===== config.mk =====
export PLATFORM = sky130hd
export DESIGN_NAME = alu_lockstep_n_flat
export DESIGN_NICKNAME = d
export VERILOG_FILES = /design/src/rtl/alu_lockstep_n_if.sv /design/src/rtl/alu_lockstep_n.sv /design/src/flat_wrapper.sv
export SDC_FILE = /design/constraint.sdc
export NUM_CORES = 1
export LEC_CHECK = 0
export CAP_MARGIN = 20
export CORE_MARGIN = 1
export CORE_UTILIZATION = 58
export DETAILED_ROUTE_END_ITERATION = 6
export PLACE_DENSITY = 0.85
export SLEW_MARGIN = 20
export SYNTH_ARGS = -nofsm -noshare
export SYNTH_HDL_FRONTEND = slang
export SYNTH_SLANG_ARGS = --single-unit

===== constraint.sdc =====
create_clock -name wb_clk_i -period 4.1 [get_ports wb_clk_i]
set_input_delay 0.82 -clock wb_clk_i [delete_from_list [all_inputs] [get_ports wb_clk_i]]
set_output_delay 0.82 -clock wb_clk_i [all_outputs]
set_load 0.05 [all_outputs]

===== src/rtl/alu_lockstep_n_if.sv =====
// Bus bundle for alu_lockstep_n: operand/opcode inputs, lane results and error reporting.
// Inject ports exist only when ALU_LOCKSTEP_INJECT_EN is defined.
interface alu_lockstep_n_if #(
    parameter int unsigned WIDTH = 4,
    parameter int unsigned CNT_W = 8
);
    logic             in_valid;
    logic             lockstep;
    logic [WIDTH-1:0] a0, b0, a1, b1;
    logic [2:0]       sel0, sel1;
    logic             clr_i;
`ifdef ALU_LOCKSTEP_INJECT_EN
    logic             inj_en;
    logic [WIDTH-1:0] inj_mask;
`endif
    logic             out_valid;
    logic [WIDTH-1:0] alu_out0, alu_out1;
    logic             carry0, carry1;
    logic [WIDTH-1:0] x;
    logic             y;
    logic             mism;
    logic [CNT_W-1:0] err_cnt;
    logic             err_sticky;
    logic             irq;

    modport master (
`ifdef ALU_LOCKSTEP_INJECT_EN
        output inj_en, inj_mask,
`endif
        output in_valid, lockstep, a0, b0, a1, b1, sel0, sel1, clr_i,
        input  out_valid, alu_out0, alu_out1, carry0, carry1, x, y, mism,
        input  err_cnt, err_sticky, irq
    );

    modport slave (
`ifdef ALU_LOCKSTEP_INJECT_EN
        input  inj_en, inj_mask,
`endif
        input  in_valid, lockstep, a0, b0, a1, b1, sel0, sel1, clr_i,
        output out_valid, alu_out0, alu_out1, carry0, carry1, x, y, mism,
        output err_cnt, err_sticky, irq
    );
endinterface


===== src/rtl/alu_lockstep_n.sv =====
// Two-stage dual-lane ALU with lockstep comparator, saturating error counter, sticky flag and irq.
// Optional lane-2 fault injection is enabled by defining ALU_LOCKSTEP_INJECT_EN.
module alu_lockstep_n #(
    parameter int unsigned WIDTH = 4,
    parameter int unsigned CNT_W = 8
) (
    input  logic              wb_clk_i,
    input  logic              wb_rst_n,
    alu_lockstep_n_if.slave   bus
);
    logic             v1_q, v1_d;
    logic [WIDTH-1:0] a0_q, a0_d, b0_q, b0_d, a1_q, a1_d, b1_q, b1_d;
    logic [2:0]       s0_q, s0_d, s1_q, s1_d;
`ifdef ALU_LOCKSTEP_INJECT_EN
    logic             inj_q, inj_d;
    logic [WIDTH-1:0] mask_q, mask_d;
`endif
    logic             v2_q, v2_d;
    logic [WIDTH-1:0] out0_q, out0_d, out1_q, out1_d, x_q, x_d;
    logic             c0_q, c0_d, c1_q, c1_d, y_q, y_d, mism_q, mism_d;
    logic [CNT_W-1:0] cnt_q, cnt_d;
    logic             sticky_q, sticky_d, irq_q, irq_d;
    logic [WIDTH:0]   r0, r1;
    logic [WIDTH-1:0] res1;

    function automatic logic [WIDTH:0] alu_op(input logic [WIDTH-1:0] a,
                                              input logic [WIDTH-1:0] b,
                                              input logic [2:0]       op);
        logic [WIDTH:0] r;
        case (op)
            3'b000:  r = {1'b0, a} + {1'b0, b};
            3'b001:  r = {1'b0, a} + {1'b0, ~b} + {{WIDTH{1'b0}}, 1'b1};
            3'b010:  r = {1'b0, a & b};
            3'b011:  r = {1'b0, a | b};
            3'b100:  r = {1'b0, a ^ b};
            3'b101:  r = {1'b0, ~(a & b)};
            3'b110:  r = {1'b0, a};
            default: r = {1'b0, b};
        endcase
        return r;
    endfunction

    // Lockstep steering happens at capture, so stage 1 always holds lane 2's effective operands.
    always_comb begin
        v1_d = bus.in_valid;
        a0_d = a0_q; b0_d = b0_q; s0_d = s0_q;
        a1_d = a1_q; b1_d = b1_q; s1_d = s1_q;
`ifdef ALU_LOCKSTEP_INJECT_EN
        inj_d  = inj_q;
        mask_d = mask_q;
`endif
        if (bus.in_valid) begin
            a0_d = bus.a0; b0_d = bus.b0; s0_d = bus.sel0;
            a1_d = bus.lockstep ? bus.a0   : bus.a1;
            b1_d = bus.lockstep ? bus.b0   : bus.b1;
            s1_d = bus.lockstep ? bus.sel0 : bus.sel1;
`ifdef ALU_LOCKSTEP_INJECT_EN
            inj_d  = bus.inj_en;
            mask_d = bus.inj_mask;
`endif
        end
    end

    always_comb begin
        r0 = alu_op(a0_q, b0_q, s0_q);
        r1 = alu_op(a1_q, b1_q, s1_q);
`ifdef ALU_LOCKSTEP_INJECT_EN
        res1 = r1[WIDTH-1:0] ^ (inj_q ? mask_q : '0);
`else
        res1 = r1[WIDTH-1:0];
`endif
        v2_d   = v1_q;
        out0_d = out0_q; c0_d = c0_q;
        out1_d = out1_q; c1_d = c1_q;
        x_d    = '0;
        y_d    = 1'b0;
        mism_d = 1'b0;
        if (v1_q) begin
            out0_d = r0[WIDTH-1:0]; c0_d = r0[WIDTH];
            out1_d = res1;          c1_d = r1[WIDTH];
            x_d    = r0[WIDTH-1:0] ^ res1;
            y_d    = r0[WIDTH] ^ r1[WIDTH];
            mism_d = (|x_d) | y_d;
        end
    end

    // A recorded mismatch beats a simultaneous clear: count restarts at 1 and irq pulses.
    always_comb begin
        cnt_d    = cnt_q;
        sticky_d = sticky_q;
        irq_d    = 1'b0;
        if (v2_q && mism_q) begin
            sticky_d = 1'b1;
            irq_d    = ~sticky_q | bus.clr_i;
            if (bus.clr_i)   cnt_d = CNT_W'(1);
            else if (~&cnt_q) cnt_d = cnt_q + CNT_W'(1);
        end else if (bus.clr_i) begin
            cnt_d    = '0;
            sticky_d = 1'b0;
        end
    end

    always_ff @(posedge wb_clk_i) begin
        if (!wb_rst_n) begin
            v1_q <= 1'b0;
            a0_q <= '0; b0_q <= '0; s0_q <= '0;
            a1_q <= '0; b1_q <= '0; s1_q <= '0;
`ifdef ALU_LOCKSTEP_INJECT_EN
            inj_q  <= 1'b0;
            mask_q <= '0;
`endif
            v2_q   <= 1'b0;
            out0_q <= '0; c0_q <= 1'b0;
            out1_q <= '0; c1_q <= 1'b0;
            x_q    <= '0; y_q <= 1'b0; mism_q <= 1'b0;
            cnt_q  <= '0; sticky_q <= 1'b0; irq_q <= 1'b0;
        end else begin
            v1_q <= v1_d;
            a0_q <= a0_d; b0_q <= b0_d; s0_q <= s0_d;
            a1_q <= a1_d; b1_q <= b1_d; s1_q <= s1_d;
`ifdef ALU_LOCKSTEP_INJECT_EN
            inj_q  <= inj_d;
            mask_q <= mask_d;
`endif
            v2_q   <= v2_d;
            out0_q <= out0_d; c0_q <= c0_d;
            out1_q <= out1_d; c1_q <= c1_d;
            x_q    <= x_d; y_q <= y_d; mism_q <= mism_d;
            cnt_q  <= cnt_d; sticky_q <= sticky_d; irq_q <= irq_d;
        end
    end

    assign bus.out_valid  = v2_q;
    assign bus.alu_out0   = out0_q;
    assign bus.alu_out1   = out1_q;
    assign bus.carry0     = c0_q;
    assign bus.carry1     = c1_q;
    assign bus.x          = x_q;
    assign bus.y          = y_q;
    assign bus.mism       = mism_q;
    assign bus.err_cnt    = cnt_q;
    assign bus.err_sticky = sticky_q;
    assign bus.irq        = irq_q;
endmodule


===== src/flat_wrapper.sv =====
// flat-port wrapper written by rule: the top's interface ports become plain ports
module alu_lockstep_n_flat 
#(
    parameter int unsigned WIDTH = 4,
    parameter int unsigned CNT_W = 8
)
  (wb_clk_i, wb_rst_n, bus_in_valid, bus_lockstep, bus_a0, bus_b0, bus_a1, bus_b1, bus_sel0, bus_sel1, bus_clr_i, bus_out_valid, bus_alu_out0, bus_alu_out1, bus_carry0, bus_carry1, bus_x, bus_y, bus_mism, bus_err_cnt, bus_err_sticky, bus_irq);
  alu_lockstep_n_if #(.WIDTH(WIDTH), .CNT_W(CNT_W)) bus_i ();
  input  logic wb_clk_i;
  input  logic wb_rst_n;
  input wire logic [$bits(bus_i.in_valid)-1:0] bus_in_valid;
  input wire logic [$bits(bus_i.lockstep)-1:0] bus_lockstep;
  input wire logic [$bits(bus_i.a0)-1:0] bus_a0;
  input wire logic [$bits(bus_i.b0)-1:0] bus_b0;
  input wire logic [$bits(bus_i.a1)-1:0] bus_a1;
  input wire logic [$bits(bus_i.b1)-1:0] bus_b1;
  input wire logic [$bits(bus_i.sel0)-1:0] bus_sel0;
  input wire logic [$bits(bus_i.sel1)-1:0] bus_sel1;
  input wire logic [$bits(bus_i.clr_i)-1:0] bus_clr_i;
  output wire logic [$bits(bus_i.out_valid)-1:0] bus_out_valid;
  output wire logic [$bits(bus_i.alu_out0)-1:0] bus_alu_out0;
  output wire logic [$bits(bus_i.alu_out1)-1:0] bus_alu_out1;
  output wire logic [$bits(bus_i.carry0)-1:0] bus_carry0;
  output wire logic [$bits(bus_i.carry1)-1:0] bus_carry1;
  output wire logic [$bits(bus_i.x)-1:0] bus_x;
  output wire logic [$bits(bus_i.y)-1:0] bus_y;
  output wire logic [$bits(bus_i.mism)-1:0] bus_mism;
  output wire logic [$bits(bus_i.err_cnt)-1:0] bus_err_cnt;
  output wire logic [$bits(bus_i.err_sticky)-1:0] bus_err_sticky;
  output wire logic [$bits(bus_i.irq)-1:0] bus_irq;
  assign bus_i.in_valid = bus_in_valid;
  assign bus_i.lockstep = bus_lockstep;
  assign bus_i.a0 = bus_a0;
  assign bus_i.b0 = bus_b0;
  assign bus_i.a1 = bus_a1;
  assign bus_i.b1 = bus_b1;
  assign bus_i.sel0 = bus_sel0;
  assign bus_i.sel1 = bus_sel1;
  assign bus_i.clr_i = bus_clr_i;
  assign bus_out_valid = bus_i.out_valid;
  assign bus_alu_out0 = bus_i.alu_out0;
  assign bus_alu_out1 = bus_i.alu_out1;
  assign bus_carry0 = bus_i.carry0;
  assign bus_carry1 = bus_i.carry1;
  assign bus_x = bus_i.x;
  assign bus_y = bus_i.y;
  assign bus_mism = bus_i.mism;
  assign bus_err_cnt = bus_i.err_cnt;
  assign bus_err_sticky = bus_i.err_sticky;
  assign bus_irq = bus_i.irq;
  alu_lockstep_n #(.WIDTH(WIDTH), .CNT_W(CNT_W)) u_core (.wb_clk_i(wb_clk_i), .wb_rst_n(wb_rst_n), .bus(bus_i));
endmodule

==> results of run 1 <==
sequential cells by signal, summed over array words and instances, names as in the netlist, 3 cells and up:
signal,count
u_core.bus.alu_out0,4
u_core.a1_q,4
u_core.a0_q,4
u_core.b0_q,4
u_core.bus.err_cnt,8
u_core.s0_q,3
u_core.s1_q,3
u_core.bus.alu_out1,4
u_core.bus.x,4
u_core.b1_q,4
final cells by class:
type	instances	area (sq um)
sequential	50	1001
multi-input combinational	272	2137
fill	460	1558
tap	72	90.09
inverter	31	116.4
clock buffer	5	68.82
clock inverter	3	23.77
timing repair buffer	55	545.5
cells by family after synthesis:
| family | count (synthesis) | share of synthesized area [%] |
|---|---|---|
| simple gates | 124 | 20.21 |
| compound gates | 71 | 16.57 |
| buf+inv | 54 | 7.008 |
| flops | 50 | 29.66 |
| mux | 39 | 12.35 |
| fa+ha+maj | 29 | 11.64 |
| xor+xnor | 9 | 2.559 |
per-layer routing:
metal  track usage (%)  share of wire [%]  wire, um  vias to the layer above
met2             46.14                 51      3713                       57
li1                  -                  -         -                     1383
met3             4.070                3.6       260                       11
met4             7.593                1.4        99                        0
met5                 0                  0         0                        -
met1             34.03                 44      3249                     1321
report_power, final:
part | internal [mW] | switching [mW]
registers | 0.511 | 0.0440
logic | 0.156 | 0.169
clock network | 0.122 | 0.171
critical path, stage by stage, from the launching register on:
cell	delay, ns
sky130_fd_sc_hd__dfxtp_1	0.41
sky130_fd_sc_hd__ha_1	0.20
sky130_fd_sc_hd__inv_1	0.08
sky130_fd_sc_hd__fa_1	0.42
sky130_fd_sc_hd__nor2b_1	0.12
sky130_fd_sc_hd__o21ai_0	0.08
sky130_fd_sc_hd__a2111oi_1	0.74
sky130_fd_sc_hd__o41a_1	0.29
sky130_fd_sc_hd__nor3b_1	0.06
sky130_fd_sc_hd__a41oi_1	0.20
path summary, 6_finish.rpt:
check	slack, ns	endpoint
setup reg to reg	1.43	u_core.bus.mism
hold / removal	0.50	u_core.bus.alu_out1[1]
hold reg to reg	0.50	u_core.bus.alu_out1[1]
setup / recovery	1.43	u_core.bus.mism
per-stage QoR:
stage | util (%) | total power [mW] | std cells
floorplan | - | 0.7983 | 376
global placement | 70.21 | 0.8776 | 480
detailed placement | 70.21 | 0.8902 | 480
CTS | 71.88 | 1.179 | 488
global route | 71.88 | 1.241 | 488
finish | 71.88 | 1.173 | 488
cell usage in the layout (no fill, tap or decap), types with 8 or more instances in the layout:
cell type,count
sky130_fd_sc_hd__o211a_1,13
sky130_fd_sc_hd__nand3_1,9
sky130_fd_sc_hd__a21oi_1,14
sky130_fd_sc_hd__clkdlybuf4s50_1,53
sky130_fd_sc_hd__o21ai_0,8
sky130_fd_sc_hd__mux2i_1,36
sky130_fd_sc_hd__nor2_1,17
sky130_fd_sc_hd__nor2b_1,22
sky130_fd_sc_hd__nand2_1,31
sky130_fd_sc_hd__ha_1,25
sky130_fd_sc_hd__dfxtp_1,50
sky130_fd_sc_hd__nand2b_1,10
sky130_fd_sc_hd__inv_1,30
==> results.py, run 1 <==
metrics = {
    "timing": {
        "finalHoldViolCount": 0,
        "setup_repair_after_global_routing_missed_its_margin": "no",
        "tightest_slew_ns": 0.8457,
        "finalSetupTns_ns": 0,
        "fin_worst_hold_slack_ns": 0.4951,
        "timing.clock.skew_ns": 0.004981,
        "fmax_mhz": 373.9,
        "report.final.setup_viol": 0,
        "finalWorstPathRequiredPeriod_ns": 2.675,
        "postLayoutSetupSlackWorst_ns": 1.425,
        "relSlewSlack_pct": 43.54,
        "drv_slew": 0,
        "min_period_over_period_pct": 65.24,
    },
    "logic_synthesis": {
        "netlist-cell-type-count": 61,
        "synth_common_cells": "50 x sky130_fd_sc_hd__dfxtp_1, 36 x sky130_fd_sc_hd__mux2i_1, 31 x sky130_fd_sc_hd__nand2_1",
        "syn-num-nets": 432,
        "synth_area_leaders": "sky130_fd_sc_hd__dfxtp_1 30%, sky130_fd_sc_hd__mux2i_1 11%, sky130_fd_sc_hd__ha_1 9.3%, sky130_fd_sc_hd__nor2b_1 4.1%, sky130_fd_sc_hd__o211a_1 3.9%",
        "ys.flop_type": "sky130_fd_sc_hd__dfxtp_1",
        "async_flop_share_pct": 0,
        "ys_seq_area_share_pct": 29.66,
        "synth_most_common_cell": "sky130_fd_sc_hd__dfxtp_1",
        "synth_cells": 376,
        "post_synth_instance_area_sq_mm": 0.003374,
        "post-synth-top-area-cell": "sky130_fd_sc_hd__dfxtp_1",
        "yosys_register_bits": 50,
        "synth_edf_count": 0,
        "synth-warning-count": 0,
        "synthDominantCellAreaShare_pct": 29.66,
        "avgSynthCellArea_sq_um": 8.975,
    },
    "grt": {
        "global_route.usage.total_pct": 26.59,
        "first_pass_grt_wire_length_mm": 12.83,
        "grt_start_max_net_pins": 38,
        "antenna_found_initial": 0,
        "grt-ovfl-total": 0,
        "number_of_global_route_vias_before_repair": 2705,
    },
    "clock_network": {
        "cts_tree": "done",
        "clkLatencyLatePin_ns": 0.30,
        "cts-resized-gates": 0,
        "clock_sink_count": 50,
        "cts.path.max_buffers": 2,
        "cts.repair_timing.setup_buffer_count": 0,
        "clkTransAtPathRegs_ns": 0.10,
        "clk_root_buffer_cell": "sky130_fd_sc_hd__clkbuf_8",
        "postCtsHoldBufs": 0,
        "htree_levels": 2,
        "cts-buffers-inserted": 5,
    },
    "floorplanning": {
        "placeableCoreArea_sq_mm": 0.005540,
        "ios": 54,
        "floorplan.initialDensity_pct": 60.91,
        "chipWidth_um": 78.28,
        "placementRows": 27,
        "die_area_sq_mm": 0.006127,
        "die-height_um": 78.28,
    },
    "placement": {
        "place.port_buffers": 53,
        "gp_congestion": 0.8808,
        "detailedPlacementHpwl_mm": 5.697,
        "dpl-instance-area_sq_mm": 0.003890,
        "place_worst_setup_slack_ns": 1.468,
    },
    "status": {
        "status": "finished, final reports clean",
    },
    "pwr": {
        "cellPowerDensity_mw_per_mm2": 294.5,
        "irDropWorstVdd_mv": 0.1694,
        "leakagePower_nw": 1.634,
    },
    "layout": {
        "area.growth.synth_to_final_pct": 18.02,
        "stdcell_area_sq_mm": 0.003983,
        "finalNetCount": 471,
        "antenna_cells_inserted": 0,
        "drive_above_1_share_pct": 5.048,
    },
    "setup_path": {
        "timing.rr.start": "u_core.b1_q[0]",
        "path_max_fanout": 4,
        "start_kind": "register",
        "critPathArrivalTime_ns": 2.91,
        "cp_launch_point": "u_core.b1_q[0]",
        "cp_data_required_time_ns": 4.33,
        "r2r.worst_path.cells": 9,
        "kind_of_end_point_of_the_critical_path": "register",
        "worst-setup-path-type": "reg -> reg",
    },
    "routing": {
        "antenna_violating_nets_post_route": 0,
        "drt-total-wl_mm": 7.322,
        "detailroute.via_count": 2772,
        "firstDrtPassIters": 4,
        "drtIter0Drc": 175,
        "drcViolationCount": 0,
        "routed_wire_length_per_instance_um": 15.00,
        "via_per_inst": 5.680,
    },
    "min_path": {
        "hold_start": "u_core.bus.alu_out1[1]",
        "timing.hold.worst.class": "reg -> reg",
        "min_delay_path_depth": 2,
    },
    "run": {
        "max_cap_viols": 0,
    },
}
Note: power is estimated with default switching activity, not from simulation.
==> run 2, diff against run 1 <==
Settings changed: CORE_UTILIZATION 58 to 54, PLACE_DENSITY 0.85 to 0.8.
Clock period 4.1 ns to 2.74 ns, I/O delays scaled along.
==> results.py, run 2 (same netlist as run 1, synthesis figures left out) <==
metrics = {
    "floorplanning": {
        "chipWidth_um": 81.05,
        "die-height_um": 81.05,
        "ios": 54,
        "placementRows": 28,
        "die_area_sq_mm": 0.006569,
        "placeableCoreArea_sq_mm": 0.005991,
        "floorplan.initialDensity_pct": 56.33,
    },
    "status": {
        "status": "finished, final reports clean",
    },
    "pwr": {
        "comb_power_share_pct": 28.7,
        "cellPowerDensity_mw_per_mm2": 439.6,
        "net_sw_share_pct": 32.79,
        "switchingPower_mw": 0.5813,
        "leakagePower_nw": 1.673,
        "power.clock.fraction_pct": 25.3,
        "irDropWorstVdd_mv": 0.3328,
        "seqPwrFrac_pct": 46.1,
        "overall_power_after_layout_mw": 1.773,
        "internal-power_mw": 1.192,
    },
    "clock_network": {
        "cts.path.max_buffers": 2,
        "clock_sink_count": 50,
        "cts-resized-gates": 0,
        "htree_levels": 2,
        "clkTransAtPathRegs_ns": 0.10,
        "postCtsHoldBufs": 0,
        "cts_tree": "done",
        "clk_root_buffer_cell": "sky130_fd_sc_hd__clkbuf_8",
        "cts.repair_timing.setup_buffer_count": 0,
        "clkLatencyLatePin_ns": 0.30,
        "cts-buffers-inserted": 5,
    },
    "routing": {
        "wl_met1_mm": 3.260,
        "routed_wire_length_per_instance_um": 14.51,
        "antenna_violating_nets_post_route": 0,
        "firstDrtPassIters": 4,
        "detailroute.via_count": 2797,
        "drtIter0Drc": 128,
        "detailroute.wirelength.met3_um": 325,
        "drcViolationCount": 0,
        "top_layer": "met4",
        "wl_met2_mm": 3.533,
        "via_per_inst": 5.628,
        "drt-total-wl_mm": 7.209,
    },
    "timing": {
        "finalWorstPathRequiredPeriod_ns": 2.498,
        "fmax_mhz": 400.3,
        "finalSetupTns_ns": 0,
        "tightest_slew_ns": 0.7119,
        "drv_slew": 0,
        "postLayoutSetupSlackWorst_ns": 0.2421,
        "finalHoldViolCount": 0,
        "timing.clock.skew_ns": 0.005856,
        "relSlewSlack_pct": 52.47,
        "report.final.setup_viol": 0,
        "setup_repair_after_global_routing_missed_its_margin": "no",
        "min_period_over_period_pct": 91.17,
        "fin_worst_hold_slack_ns": 0.5189,
    },
    "placement": {
        "gp_congestion": 0.8928,
        "place.port_buffers": 53,
        "detailedPlacementHpwl_mm": 5.553,
        "place_worst_setup_slack_ns": 0.2709,
    },
    "grt": {
        "global_route.usage.total_pct": 23.36,
        "first_pass_grt_wire_length_mm": 11.88,
        "grt_start_max_net_pins": 35,
        "grt-ovfl-total": 0,
        "number_of_global_route_vias_before_repair": 2547,
        "antenna_found_initial": 0,
    },
    "layout": {
        "filler_cell_count": 492,
        "finalNetCount": 477,
        "drive_above_1_share_pct": 6.398,
        "ff_latch_area_sq_mm": 0.001001,
        "largest_register_ffs": 8,
        "most_frequent_cells_in_the_layout": "53 x sky130_fd_sc_hd__clkdlybuf4s50_1, 50 x sky130_fd_sc_hd__dfxtp_1, 36 x sky130_fd_sc_hd__mux2i_1, 31 x sky130_fd_sc_hd__nand2_1, 30 x sky130_fd_sc_hd__inv_1",
        "antenna_cells_inserted": 0,
        "area.growth.synth_to_final_pct": 19.54,
        "multiInputGateArea_sq_mm": 0.002137,
        "layout_commonest_cell": "sky130_fd_sc_hd__clkdlybuf4s50_1",
    },
    "setup_path": {
        "worst_r2r_endpoint": "u_core.bus.mism",
        "timing.reg2reg.setup_slack_ns": 0.24,
        "critPathArrivalTime_ns": 2.73,
        "timing.critical_path.to": "u_core.bus.mism",
        "timing.rr.start": "u_core.a0_q[2]",
        "start_kind": "register",
        "cp_launch_point": "u_core.a0_q[2]",
        "path_max_fanout": 9,
        "worst-setup-path-type": "reg -> reg",
        "r2r.worst_path.cells": 8,
        "cp_data_required_time_ns": 2.97,
        "kind_of_end_point_of_the_critical_path": "register",
    },
    "min_path": {
        "hold_start": "u_core.a1_q[0]",
        "min_delay_path_depth": 1,
        "timing.hold.worst.class": "reg -> reg",
    },
    "run": {
        "max_cap_viols": 0,
    },
}
run 2: layer usage:
metal  global-route usage [%]  vias to the layer above
met5                        0                        -
met4                    6.250                        0
met3                    3.708                       11
met2                    39.83                       86
met1                    30.46                     1309
li1                         -                     1391
run 2: area by class of cell:
class	count	area share, %
timing repair buffer	61	14.64
multi-input combinational	272	52.98
clock inverter	3	0.6514
tap	75	2.326
clock buffer	5	1.706
sequential	50	24.81
inverter	31	2.885
run 2: power groups by stage:
stage | logic [mW] | registers (mW) | clock network [mW]
6_report | 0.508 | 0.817 | 0.448
5_1_grt | 0.556 | 0.823 | 0.495
4_1_cts | 0.509 | 0.816 | 0.464
3_5_place_dp | 0.508 | 0.833 | 0
3_3_place_gp | 0.494 | 0.829 | 0
2_1_floorplan | 0.335 | 0.859 | 0
run 2: worst min-delay path by stage:
stage | to | slack, ns
after CTS | u_core.bus.alu_out1[1] | 0.52
after floorplan | u_core.a1_q[0] | 0.48
final | u_core.a1_q[0] | 0.52
after detailed placement | u_core.bus.alu_out1[3] | 0.47
after global placement | u_core.bus.alu_out1[3] | 0.46
after global routing | u_core.bus.err_cnt[5] | 0.54
run 2: through the flow:
| step | cell area (sq um) | utilization (%) | cells |
|---|---|---|---|
| floorplan | 3374 | - | 376 |
| global placement | 3939 | 65.75 | 489 |
| detailed placement | 3939 | 65.75 | 489 |
| CTS | 4034 | 67.34 | 497 |
| global route | 4034 | 67.34 | 497 |
| finish | 4034 | 67.34 | 497 |
run 2: critical path, cell delays in order, from the launching register on:
cell,delay [ns]
sky130_fd_sc_hd__dfxtp_1,0.42
sky130_fd_sc_hd__inv_1,0.07
sky130_fd_sc_hd__ha_1,0.44
sky130_fd_sc_hd__nor3_2,0.09
sky130_fd_sc_hd__or4_4,0.50
sky130_fd_sc_hd__a2111oi_4,0.38
sky130_fd_sc_hd__o32ai_2,0.15
sky130_fd_sc_hd__xnor2_2,0.16
sky130_fd_sc_hd__a41oi_1,0.21
==> run 3, diff against run 2 <==
Settings changed: CAP_MARGIN 20 to not set.
==> results of run 3 <==
Same layout as run 2: the final DEF is identical, and so are final timing and power.
